[config.mk]
export PLATFORM = sky130hd
export DESIGN_NAME = beeper_mixer
export DESIGN_NICKNAME = d
export VERILOG_FILES = /design/src/rtl/beeper_mixer.sv
export SDC_FILE = /design/constraint.sdc
export NUM_CORES = 1
export LEC_CHECK = 0
export CAP_MARGIN = 10
export CORE_ASPECT_RATIO = 0.7
export CORE_MARGIN = 2
export CORE_UTILIZATION = 55
export CTS_BUF_LIST = sky130_fd_sc_hd__clkbuf_8
export CTS_CLUSTER_DIAMETER = 150
export DETAILED_ROUTE_END_ITERATION = 16
export MAX_ROUTING_LAYER = met4
export PLACE_DENSITY_LB_ADDON = 0.3
export SETUP_SLACK_MARGIN = 0.15
export SYNTH_ARGS = -nofsm -noshare
export SYNTH_HDL_FRONTEND = slang
export SYNTH_SLANG_ARGS = --single-unit
[constraint.sdc]
create_clock -name clk -period 4.8 [get_ports clk]
set_input_delay 1.2 -clock clk [delete_from_list [all_inputs] [get_ports clk]]
set_output_delay 1.2 -clock clk [all_outputs]
set_load 0.02 [all_outputs]
[src/rtl/beeper_mixer.sv]
// beeper_mixer: mixes CHANNELS 1-bit square-wave sources, each with its own volume,
// at a fractional sample rate. The mix goes through an optional one-pole low-pass
// and is driven out as two's complement or offset binary.
// Latency: CHANNELS+2 cycles from tick to sample_stb. A tick that arrives while busy is dropped and sets overrun.
module beeper_mixer #(
  parameter int CHANNELS   = 4,
  parameter int VOL_W      = 4,
  parameter int OUT_W      = 16,
  parameter int DIV_W      = 24,
  parameter int FILT_SHIFT = 0
) (
  input  logic                      clk,
  input  logic                      reset,
  input  logic [DIV_W-1:0]          inc,
  input  logic [CHANNELS-1:0]       in_bits,
  input  logic [CHANNELS*VOL_W-1:0] vol,
  input  logic                      mute,
  input  logic                      out_signed,
  output logic [OUT_W-1:0]          audio_out,
  output logic                      sample_stb,
  output logic                      overrun
);
  localparam int SUM_W = VOL_W + $clog2(CHANNELS) + 1;
  localparam int ACC_W = OUT_W + FILT_SHIFT + 1;
  localparam int CH_W  = (CHANNELS > 1) ? $clog2(CHANNELS) : 1;
  localparam int SHL   = OUT_W - SUM_W;

  typedef enum logic [1:0] {IDLE, SUM, FILT, OUT} state_t;

  logic [CHANNELS-1:0]       sync1_q, sync2_q;
  logic [DIV_W-1:0]          phase_q, phase_d;
  logic                      tick;
  state_t                    state_q;
  logic [CH_W-1:0]           ch_q;
  logic signed [SUM_W-1:0]   sum_q, sum_d;
  logic [CHANNELS-1:0]       snap_bits_q;
  logic [CHANNELS*VOL_W-1:0] snap_vol_q;
  logic                      snap_mute_q, snap_signed_q;
  logic signed [ACC_W-1:0]   acc_q, acc_d;
  logic [OUT_W-1:0]          audio_q;
  logic                      stb_q, overrun_q;
  logic [VOL_W-1:0]          vol_ch;
  logic signed [SUM_W-1:0]   vol_ext, contrib;
  logic signed [OUT_W-1:0]   x, y;
  logic [OUT_W-1:0]          out_val;

  // Two-flop synchronizer for the asynchronous audio bits
  always_ff @(posedge clk or posedge reset) begin
    if (reset) begin
      sync1_q <= '0;
      sync2_q <= '0;
    end else begin
      sync1_q <= in_bits;
      sync2_q <= sync1_q;
    end
  end

  // Carry out of the phase accumulator is the sample tick
  assign {tick, phase_d} = {1'b0, phase_q} + {1'b0, inc};

  // Phase accumulator wraps modulo 2^DIV_W
  always_ff @(posedge clk or posedge reset) begin
    if (reset) phase_q <= '0;
    else       phase_q <= phase_d;
  end

  // Per-channel contribution, mix scaling, low-pass step and output format
  always_comb begin
    vol_ch  = snap_vol_q[int'(ch_q)*VOL_W +: VOL_W];
    vol_ext = $signed({{(SUM_W-VOL_W){1'b0}}, vol_ch});
    contrib = '0;
    if (!snap_mute_q) contrib = snap_bits_q[ch_q] ? vol_ext : -vol_ext;
    sum_d   = sum_q + contrib;
    x       = OUT_W'(sum_q) <<< SHL;
    acc_d   = acc_q + ACC_W'(x) - (acc_q >>> FILT_SHIFT);
    y       = (FILT_SHIFT == 0) ? x : OUT_W'(acc_d >>> FILT_SHIFT);
    out_val = snap_signed_q ? y : {~y[OUT_W-1], y[OUT_W-2:0]};
  end

  // Sequencer: snapshot on tick, one channel per cycle, filter, then present the sample
  always_ff @(posedge clk or posedge reset) begin
    if (reset) begin
      state_q       <= IDLE;
      ch_q          <= '0;
      sum_q         <= '0;
      snap_bits_q   <= '0;
      snap_vol_q    <= '0;
      snap_mute_q   <= 1'b0;
      snap_signed_q <= 1'b0;
      acc_q         <= '0;
      audio_q       <= '0;
      stb_q         <= 1'b0;
      overrun_q     <= 1'b0;
    end else begin
      stb_q <= 1'b0;
      if (tick && (state_q == SUM || state_q == FILT)) overrun_q <= 1'b1;
      case (state_q)
        IDLE, OUT: begin
          if (tick) begin
            snap_bits_q   <= sync2_q;
            snap_vol_q    <= vol;
            snap_mute_q   <= mute;
            snap_signed_q <= out_signed;
            sum_q         <= '0;
            ch_q          <= '0;
            state_q       <= SUM;
          end else begin
            state_q <= IDLE;
          end
        end
        SUM: begin
          sum_q <= sum_d;
          if (ch_q == CH_W'(CHANNELS - 1)) state_q <= FILT;
          else                             ch_q    <= ch_q + CH_W'(1);
        end
        FILT: begin
          if (FILT_SHIFT != 0) acc_q <= acc_d;
          audio_q <= out_val;
          stb_q   <= 1'b1;
          state_q <= OUT;
        end
        default: state_q <= IDLE;
      endcase
    end
  end

  assign audio_out  = audio_q;
  assign sample_stb = stb_q;
  assign overrun    = overrun_q;
endmodule

==> impl_metrics.ini, run 1 <==
[outcome]
outcome = finished, final reports clean

[clock_network]
clk_path_buf_depth = 2
clk_pin_slew_ps = 70
clkLatencyLatePin_ps = 350
cts_hold_buf = 0
cts_inserted_buffers = 9
cts.sinks = 74
cts_setup_buffers = 0
cts_tree = built
htree_levels = 3
root_buffer = clkbuf_8
ctsResizeCount = 0

[sta]
tightest_slew_ps = 632
max_freq_ghz = 0.254
min_period_over_period_pct = 82.1
drv_slew = 0
skew_ps = 10.4
timing.final.crit_period_ps = 3940
rsz0062_at_grt = no
relSlewSlack_pct = 57.9
hold_viol_final = 0
tns_ps = 0
setup_viol = 0

[detailed_routing]
post_drt_wl_per_cell_um = 15.7
dr.pass1.iters = 4
wirelength_um = 8150
drtAntennaViolNets = 0
first_iter_violations = 133
drc = 0
num_vias = 2962
viasPerCell = 5.71

[pwr]
clockPowerShare_pct = 13.1
p_leak_nw = 2.34
total_power_mw = 3.74
p_sw_mw = 1.49
vdd_ir_drop_max_uv = 317
seq_power_share_pct = 28.8
p_int_mw = 2.25
netSwitchingFraction_pct = 39.9
p_comb_share_pct = 58.1
p_per_area_nw_per_um2 = 736

[global_routing]
grt_max_degree = 54
busiest_layer = met2
overflow = 0
gr-usage-met2_pct = 30.9
grt_pass1_wl_um = 13700
gr-usage-all-layers_pct = 21.3
grt_use_met3_pct = 4.62
grt_use_met1_pct = 30.6
grt_antenna_before_repair = 0
grt_pass1_vias = 2841

[floorplan]
ios = 66
die-area_um2 = 8500
die_w_um = 109
core_um2 = 7420
dieHeight_um = 77.7
initial_core_util_pct = 57.6
row_count = 26

[critical_path]
setup.worst_path.class = in -> reg
cp_max_fo = 22
startpoint = inc[0]
r2r_start = ch_q[0]
start_kind = primary input
endpoint_kind = flip-flop
cp.required_ps = 5030
r2r_setup_slack_ps = 890
cp.arrival_ps = 4170

[logic_synthesis]
synth_area_um2 = 4270
synth-simple-area-share_pct = 7.32
synthXorXnorAreaFrac_pct = 5.12
synth_area_leaders = dfrtp_1 43%, ha_1 10%, mux2_4 7.0%, a21o_1 3.3%, xnor2_1 3.1%
yosys.area.top_type_share_pct = 43.3
synth_compound_area_share_pct = 16.9
avgSynthCellArea_um2 = 11.9
async_flop_share_pct = 100
yosysWarningCount = 0
synthDistinctLibCells = 62
synth_flop_cell = dfrtp_1
muxShareOfSynthArea_pct = 12.5
syn_inst = 358
synth_edf_count = 0
ys_seq_area_share_pct = 43.3
synth_top_family_by_area = compound AO/OA/AOI/OAI gates
yosysTopAreaCell = dfrtp_1
synth-seq-cells = 74
synthAdderAreaFrac_pct = 10.9

[final_layout]
antenna_cells = 0
nets = 500
n_fill_cell = 571
drive_gt1_share_pct = 15.7
multi_input_area_um2 = 2290
mostFrequentLayoutCell = dfrtp_1
seq_area_um2 = 1850
area_growth_syn_to_layout_pct = 18.8
final_cell_mix = 74 x dfrtp_1, 56 x clkdlybuf4s50_1, 34 x ha_1
finalNonFillerCells = 519
utilization_pct = 68.4

[job]
maxCapViolCount = 0

[worst_hold_path]
hold_start = sync1_q[3]
worstHoldPathType = reg -> reg

[place]
placed_cells = 503
gp_congestion = 0.873
dp_hpwl_um = 6270
port_buffers = 56
[power by group through the flow]
stage | Clock, mW | Sequential, mW | Combinational (mW)
after floorplan | 0 | 1.06 | 1.73
after global placement | 0 | 1.07 | 2.06
after detailed placement | 0 | 1.09 | 2.15
after CTS | 0.504 | 1.08 | 2.16
after global routing | 0.533 | 1.12 | 2.39
final | 0.489 | 1.08 | 2.17
[sequential cells by signal (all words and copies together) (netlist names)]
signal and count:
audio_out 7, ch_q 2, overrun 1, phase_q 24, sample_stb 1, snap_bits_q 4, snap_mute_q 1, snap_signed_q 1
snap_vol_q 16, state_q 2, sum_q 7, sync1_q 4, sync2_q 4
[final cells by class]
cell class	instances	area share, %
multi-input cells	264	45.1
flip-flops and latches	74	36.5
repair buffers	58	11.3
clock buffers	10	2.71
well taps	98	2.42
clock inverters	6	1.31
inverters	9	0.666
[through the flow]
| step | area, µm² | setup slack [ps] | hold slack, ps |
|---|---|---|---|
| 4_1_cts | 5070 | 875 | 355 |
| 3_5_place_dp | 4870 | 516 | 336 |
| 6_report | 5070 | 858 | 351 |
| 3_3_place_gp | 4870 | 572 | 332 |
| 5_1_grt | 5070 | 612 | 372 |
| 2_1_floorplan | 4300 | 1150 | 331 |
[path summary, 6_finish.rpt]
path,cells after the start,to
worst max-delay path,11,snap_vol_q[15]
worst min-delay path,0,sync2_q[3]
worst max register to register,13,sum_q[6]
worst min register to register,0,sync2_q[3]
max in group asynchronous,3,snap_vol_q[1]
min in group asynchronous,2,phase_q[19]
[synth_stat cells, drive strengths merged (3+ instances only)]
cell     count
xnor2       15
and3         3
o21bai       6
inv          9
mux2        30
a21o        19
o211ai       3
nor2b        3
ha          34
o21a         4
a211oi       6
mux4         5
clkbuf       5
nor2        11
nand4        4
o21ai       15
o2bb2ai      4
a21oi       25
buf         14
xor2        10
nor3         7
nand2       14
dfrtp       74
[layer usage]
| metal | routed length, µm | vias up |
|---|---|---|
| met4 | 63 | 0 |
| met2 | 3760 | 79 |
| met5 | 0 | - |
| met1 | 3930 | 1437 |
| met3 | 393 | 7 |
| li1 | - | 1439 |
[critical path: stages]
cell and delay (ps):
clkdlybuf4s50_1 400, ha_1 240, fa_1 440, a211o_1 340, a21oi_4 180, or3b_4 160
a211oi_2 70, nor3_1 190, buf_4 150, nand2b_4 380, mux2_2 380
[cells by family after synthesis]
family,Yosys count
adder cells (fa/ha/maj),36
flip-flops,74
AND/OR/NAND/NOR,57
XOR/XNOR,25
other,1
buffers and inverters,28
AO/OA/AOI/OAI,101
multiplexers,36
Note: power is estimated with default switching activity, not from simulation.
==> inputs of run 2 (changes only) <==
--- a/config.mk
+++ b/config.mk
@@ -8,7 +8,7 @@
 export CAP_MARGIN = 10
 export CORE_ASPECT_RATIO = 0.7
 export CORE_MARGIN = 2
-export CORE_UTILIZATION = 55
+export CORE_UTILIZATION = 51
 export CTS_BUF_LIST = sky130_fd_sc_hd__clkbuf_8
 export CTS_CLUSTER_DIAMETER = 150
 export DETAILED_ROUTE_END_ITERATION = 16
==> constraint.sdc (replaced) <==
create_clock -name clk -period 3.3 [get_ports clk]
set_input_delay 0.825 -clock clk [delete_from_list [all_inputs] [get_ports clk]]
set_output_delay 0.825 -clock clk [all_outputs]
set_load 0.02 [all_outputs]
==> run 2 against run 1 <==
Against the previous run:
- the run now ends with setup timing left
- combinational power increased by 95%
- clock-buffer cell count stayed put
- die area grew 7.5%
- register-to-register slack worse by 980 ps
- critical path depth increased by 3
- clock skew shrank 5.8 ps
- design area rose by 11%
- global-route usage grew 0.33 points
- worst hold slack barely moved
- utilization increased by 2.0 points
- total power up 72%
- largest power group unchanged
==> impl_metrics.ini, run 2 (synthesis results as in run 1) <==
[outcome]
outcome = complete, but fails checks
violations = setup timing

[clock_network]
cts_inserted_buffers = 9
clk_pin_slew_ps = 70
cts_tree = built
htree_levels = 3
cts.sinks = 74
root_buffer = clkbuf_8
clkLatencyLatePin_ps = 360
clk_path_buf_depth = 2

[critical_path]
startpoint = ch_q[0]
cp.arrival_ps = 3610
setup.worst_path.class = reg -> reg
r2r_start = ch_q[0]
endpoint_kind = flip-flop
start_kind = flip-flop
cp.required_ps = 3520
cp_max_fo = 5

[sta]
fin_ws_ps = -86.6
max_freq_ghz = 0.295
hold_viol_final = 0
drv_slew = 0
skew_ps = 4.69
relSlewSlack_pct = 66.2
rsz0062_at_grt = yes
setup_viol = 1
timing.final.crit_period_ps = 3390
tightest_slew_ps = 508
min_period_over_period_pct = 103

[detailed_routing]
num_vias = 3196
viasPerCell = 5.50
post_drt_wl_per_cell_um = 16.3
drc = 0
first_iter_violations = 126
drtAntennaViolNets = 0
wirelength_um = 9460
dr.pass1.iters = 4

[place]
gp_congestion = 0.849
placed_cells = 556
dp_hpwl_um = 6780
port_buffers = 56

[floorplan]
row_count = 27
core_um2 = 8010
dieHeight_um = 80.6
die_w_um = 113
ios = 66
die-area_um2 = 9140
initial_core_util_pct = 53.4

[final_layout]
finalNonFillerCells = 581
largest_reg_flops = 24
area_growth_syn_to_layout_pct = 32.0
regMostFlops = phase_q
final_cell_mix = 73 x dfrtp_1, 56 x buf_4, 55 x clkdlybuf4s50_1
mostFrequentLayoutCell = dfrtp_1
drive_gt1_share_pct = 30.0
nets = 559
n_fill_cell = 557
reg_top3 = phase_q x24, snap_vol_q x16
utilization_pct = 70.4
antenna_cells = 0

[global_routing]
grt_antenna_before_repair = 0
grt_max_degree = 75
grt_pass1_wl_um = 14900
gr-usage-all-layers_pct = 21.6
overflow = 0
grt_pass1_vias = 3128

[job]
maxCapViolCount = 0

[pwr]
vdd_ir_drop_max_uv = 500
p_per_area_nw_per_um2 = 1140
p_leak_nw = 2.65

[worst_hold_path]
worstHoldPathType = reg -> reg
hold_start = sync1_q[3]
run 2: repair_timing:
| item | in CTS | in global routing |
|---|---|---|
| endpoints found under the hold margin | 0 | 0 |
| endpoints found under the setup margin | 31 | 18 |
| hold buffers | 0 | 0 |
| resized for setup | 11 | 12 |
| pin swaps | 11 | 9 |
| setup buffers | 5 | 4 |
run 2: final timing paths:
check / endpoint / slack [ps] / depth (start not counted)
min in group asynchronous: audio_out[15] / 850 / 3
worst max register to register: sum_q[6] / -90 / 14
worst min-delay path: sync2_q[3] / 350 / 0
worst min register to register: sync2_q[3] / 350 / 0
worst max-delay path: sum_q[6] / -90 / 14
max in group asynchronous: sum_q[5] / 2120 / 3
run 2: layout make-up:
type / count / area, µm² / area share, %
Multi-Input combinational cell: 264 / 2390 / 42.4
Inverter: 9 / 33.8 / 0.599
Tap cell: 101 / 126 / 2.24
Clock buffer: 10 / 138 / 2.44
Sequential cell: 74 / 1850 / 32.9
Timing Repair Buffer: 117 / 1060 / 18.8
Clock inverter: 6 / 33.8 / 0.599
run 2: per-stage QoR:
stage	TNS [ps]	instance area [µm²]	setup slack (ps)	power, mW	hold slack (ps)
2_1_floorplan	0	4330	125	4.10	331
3_3_place_gp	-8020	5320	-303	5.17	332
3_5_place_dp	-10700	5320	-362	5.34	335
4_1_cts	0	5560	31.1	6.17	352
5_1_grt	-193	5640	-193	6.89	361
6_report	-86.6	5640	-86.6	6.44	351
run 2: power breakdown:
part	leakage (nW)	internal [mW]	total, mW	switching (mW)
Sequential	0.889	1.33	1.57	0.241
Combinational	1.67	2.30	4.24	1.95
Clock	0.0892	0.286	0.627	0.341
run 2: metal layers:
layer / share of wire, % / up-vias / GRT usage [%]
met5: 0 / - / -
met2: 45 / 92 / 32.3
li1: - / 1543 / -
met3: 5.1 / 16 / 6.87
met1: 48 / 1545 / 29.0
met4: 1.8 / 0 / 5.24
run 2: critical path, stage by stage, from the launching register on:
cell and delay (ps):
dfrtp_2 450, buf_4 140, buf_6 90, mux4_2 520, or3_1 340, a21oi_2 150, ha_1 270, a211oi_2 230
o21bai_1 100, a21oi_1 170, xor2_1 100, buf_4 160, buf_4 130, a311oi_2 250, o221ai_1 150
==> inputs of run 3 (changes only) <==
--- a/config.mk
+++ b/config.mk
@@ -8,13 +8,14 @@
 export CAP_MARGIN = 10
 export CORE_ASPECT_RATIO = 0.7
 export CORE_MARGIN = 2
-export CORE_UTILIZATION = 51
+export CORE_UTILIZATION = 55
 export CTS_BUF_LIST = sky130_fd_sc_hd__clkbuf_8
 export CTS_CLUSTER_DIAMETER = 150
 export DETAILED_ROUTE_END_ITERATION = 16
 export MAX_ROUTING_LAYER = met4
 export PLACE_DENSITY_LB_ADDON = 0.3
 export SETUP_SLACK_MARGIN = 0.15
+export SLEW_MARGIN = 25
 export SYNTH_ARGS = -nofsm -noshare
 export SYNTH_HDL_FRONTEND = slang
 export SYNTH_SLANG_ARGS = --single-unit
==> constraint.sdc (replaced) <==
create_clock -name clk -period 4.2 [get_ports clk]
set_input_delay 1.05 -clock clk [delete_from_list [all_inputs] [get_ports clk]]
set_output_delay 1.05 -clock clk [all_outputs]
set_load 0.02 [all_outputs]
==> run 3 against run 2 <==
Against the previous run:
- the run now ends clean
- critical path type unchanged
- maximum frequency down 9.9%
- largest cell class unchanged
- clock skew rose by 4.9 ps
- combinational power down 40%
- sequential cell count stayed put
- sequential power down 22%
- largest power group unchanged
- critical endpoint unchanged
- clock-buffer cell count unchanged
==> impl_metrics.ini, run 3 (synthesis results as in run 1) <==
[global_routing]
grt_antenna_before_repair = 0
overflow = 0
grt_pass1_wl_um = 14300
gr-usage-all-layers_pct = 22.4
grt_pass1_vias = 2972
grt_max_degree = 46

[critical_path]
crit_chain = mux4_2 -> inv_1 -> ha_1 -> or3_1 -> a21oi_1 -> ha_1 -> a211oi_1 -> o21bai_1 -> a21oi_1 -> xor2_1 -> nor4b_1 -> a311oi_1 -> o221ai_1
cp_max_fo = 9
cp.arrival_ps = 3980
cpMaxStageDelayCell = dfrtp_2
worst-path-buf-inv = 1
endpoint_kind = flip-flop
path_depth = 13
rr_worst_depth = 13
r2r_setup_slack_ps = 440
critical_path.max_stage_delay_ps = 510
setup.worst_path.class = reg -> reg
cp.required_ps = 4420
critical-path-top-delay-family = compound AO/OA/AOI/OAI gates
start_kind = flip-flop

[floorplan]
die_w_um = 109
ios = 66
die-area_um2 = 8500
row_count = 26
dieHeight_um = 77.7
initial_core_util_pct = 57.6
core_um2 = 7420

[job]
maxCapViolCount = 0

[final_layout]
drive_gt1_share_pct = 16.5
area_growth_syn_to_layout_pct = 20.2
antenna_cells = 0
mostFrequentLayoutCell = dfrtp_1
largest_reg_flops = 24
final_cell_mix = 73 x dfrtp_1, 56 x clkdlybuf4s50_1, 34 x ha_1
regMostFlops = phase_q
reg_top3 = phase_q x24, snap_vol_q x16
nets = 503

[place]
gp_congestion = 0.883
dp_hpwl_um = 6370
port_buffers = 56
place_ws_ps = 123

[detailed_routing]
drc = 0
num_vias = 2975
viasPerCell = 5.70
dr.pass1.iters = 4
post_drt_wl_per_cell_um = 16.1
first_iter_violations = 190
wirelength_um = 8400
drtAntennaViolNets = 0

[clock_network]
htree_levels = 3
root_buffer = clkbuf_8
cts_inserted_buffers = 9
cts_setup_buffers = 0
cts.sinks = 74
cts_tree = built
clk_path_buf_depth = 2
ctsResizeCount = 0
clk_pin_slew_ps = 70
cts_hold_buf = 0
clkLatencyLatePin_ps = 360

[sta]
relSlewSlack_pct = 40.3
skew_ps = 9.62
tns_ps = 0
tightest_slew_ps = 894
fin_ws_ps = 439
max_freq_ghz = 0.266
drv_slew = 0
timing.final.crit_period_ps = 3760
setup_viol = 0
min_period_over_period_pct = 89.5
hold_viol_final = 0
rsz0062_at_grt = no

[pwr]
p_leak_nw = 2.38
vdd_ir_drop_max_uv = 353
p_per_area_nw_per_um2 = 856

[outcome]
outcome = finished, final reports clean

[worst_hold_path]
worstHoldPathType = reg -> reg
holdPathStages = 0
==> run 3: cell count changes in the layout (fill, tap and decap cells not counted), sizes merged <==
cell | previous run | this run
buf | 61 | 5
bufinv | 0 | 2
clkdlybuf4s50 | 55 | 56
clkinvlp | 2 | 1
dlygate4sd2 | 1 | 0
inv | 10 | 9
==> run 3: final cells by class <==
cell class                 count  area (µm²)
sequential                    74        1850
fill                         561        2280
clock buffer                  10         138
inverter                       9        33.8
timing repair buffer          61         611
tap                           98         123
multi-input combinational    264        2290
clock inverter                 6        90.1
==> run 3: worst paths after layout <==
kind,startpoint,endpoint
max reg2reg,ch_q[0],sum_q[6]
max in group asynchronous,reset,snap_vol_q[7]
min reg2reg,sync1_q[3],sync2_q[3]
max,ch_q[0],sum_q[6]
min in group asynchronous,reset,phase_q[21]
min,sync1_q[3],sync2_q[3]
==> run 3: layer usage <==
layer	global-route usage, %	up-vias	part of all wire, %
li1	-	1433	-
met1	31.4	1428	49
met2	32.0	94	44
met3	5.88	20	5.5
met4	6.96	0	1.6
met5	-	-	0
==> run 3: power breakdown <==
part / internal (mW) / switching, mW / total (mW)
Sequential: 1.04 / 0.189 / 1.23
Clock: 0.351 / 0.274 / 0.625
Combinational: 1.27 / 1.27 / 2.54
==> run 3: per-stage QoR <==
step	util (%)	hold WS (ps)	std cells	power [mW]	instance area [µm²]
2_1_floorplan	-	331	366	3.20	4300
3_3_place_gp	66.1	332	506	3.62	4910
3_5_place_dp	66.1	336	506	3.75	4910
4_1_cts	69.2	355	522	4.40	5130
5_1_grt	69.2	364	522	4.72	5130
6_report	69.2	355	522	4.40	5130
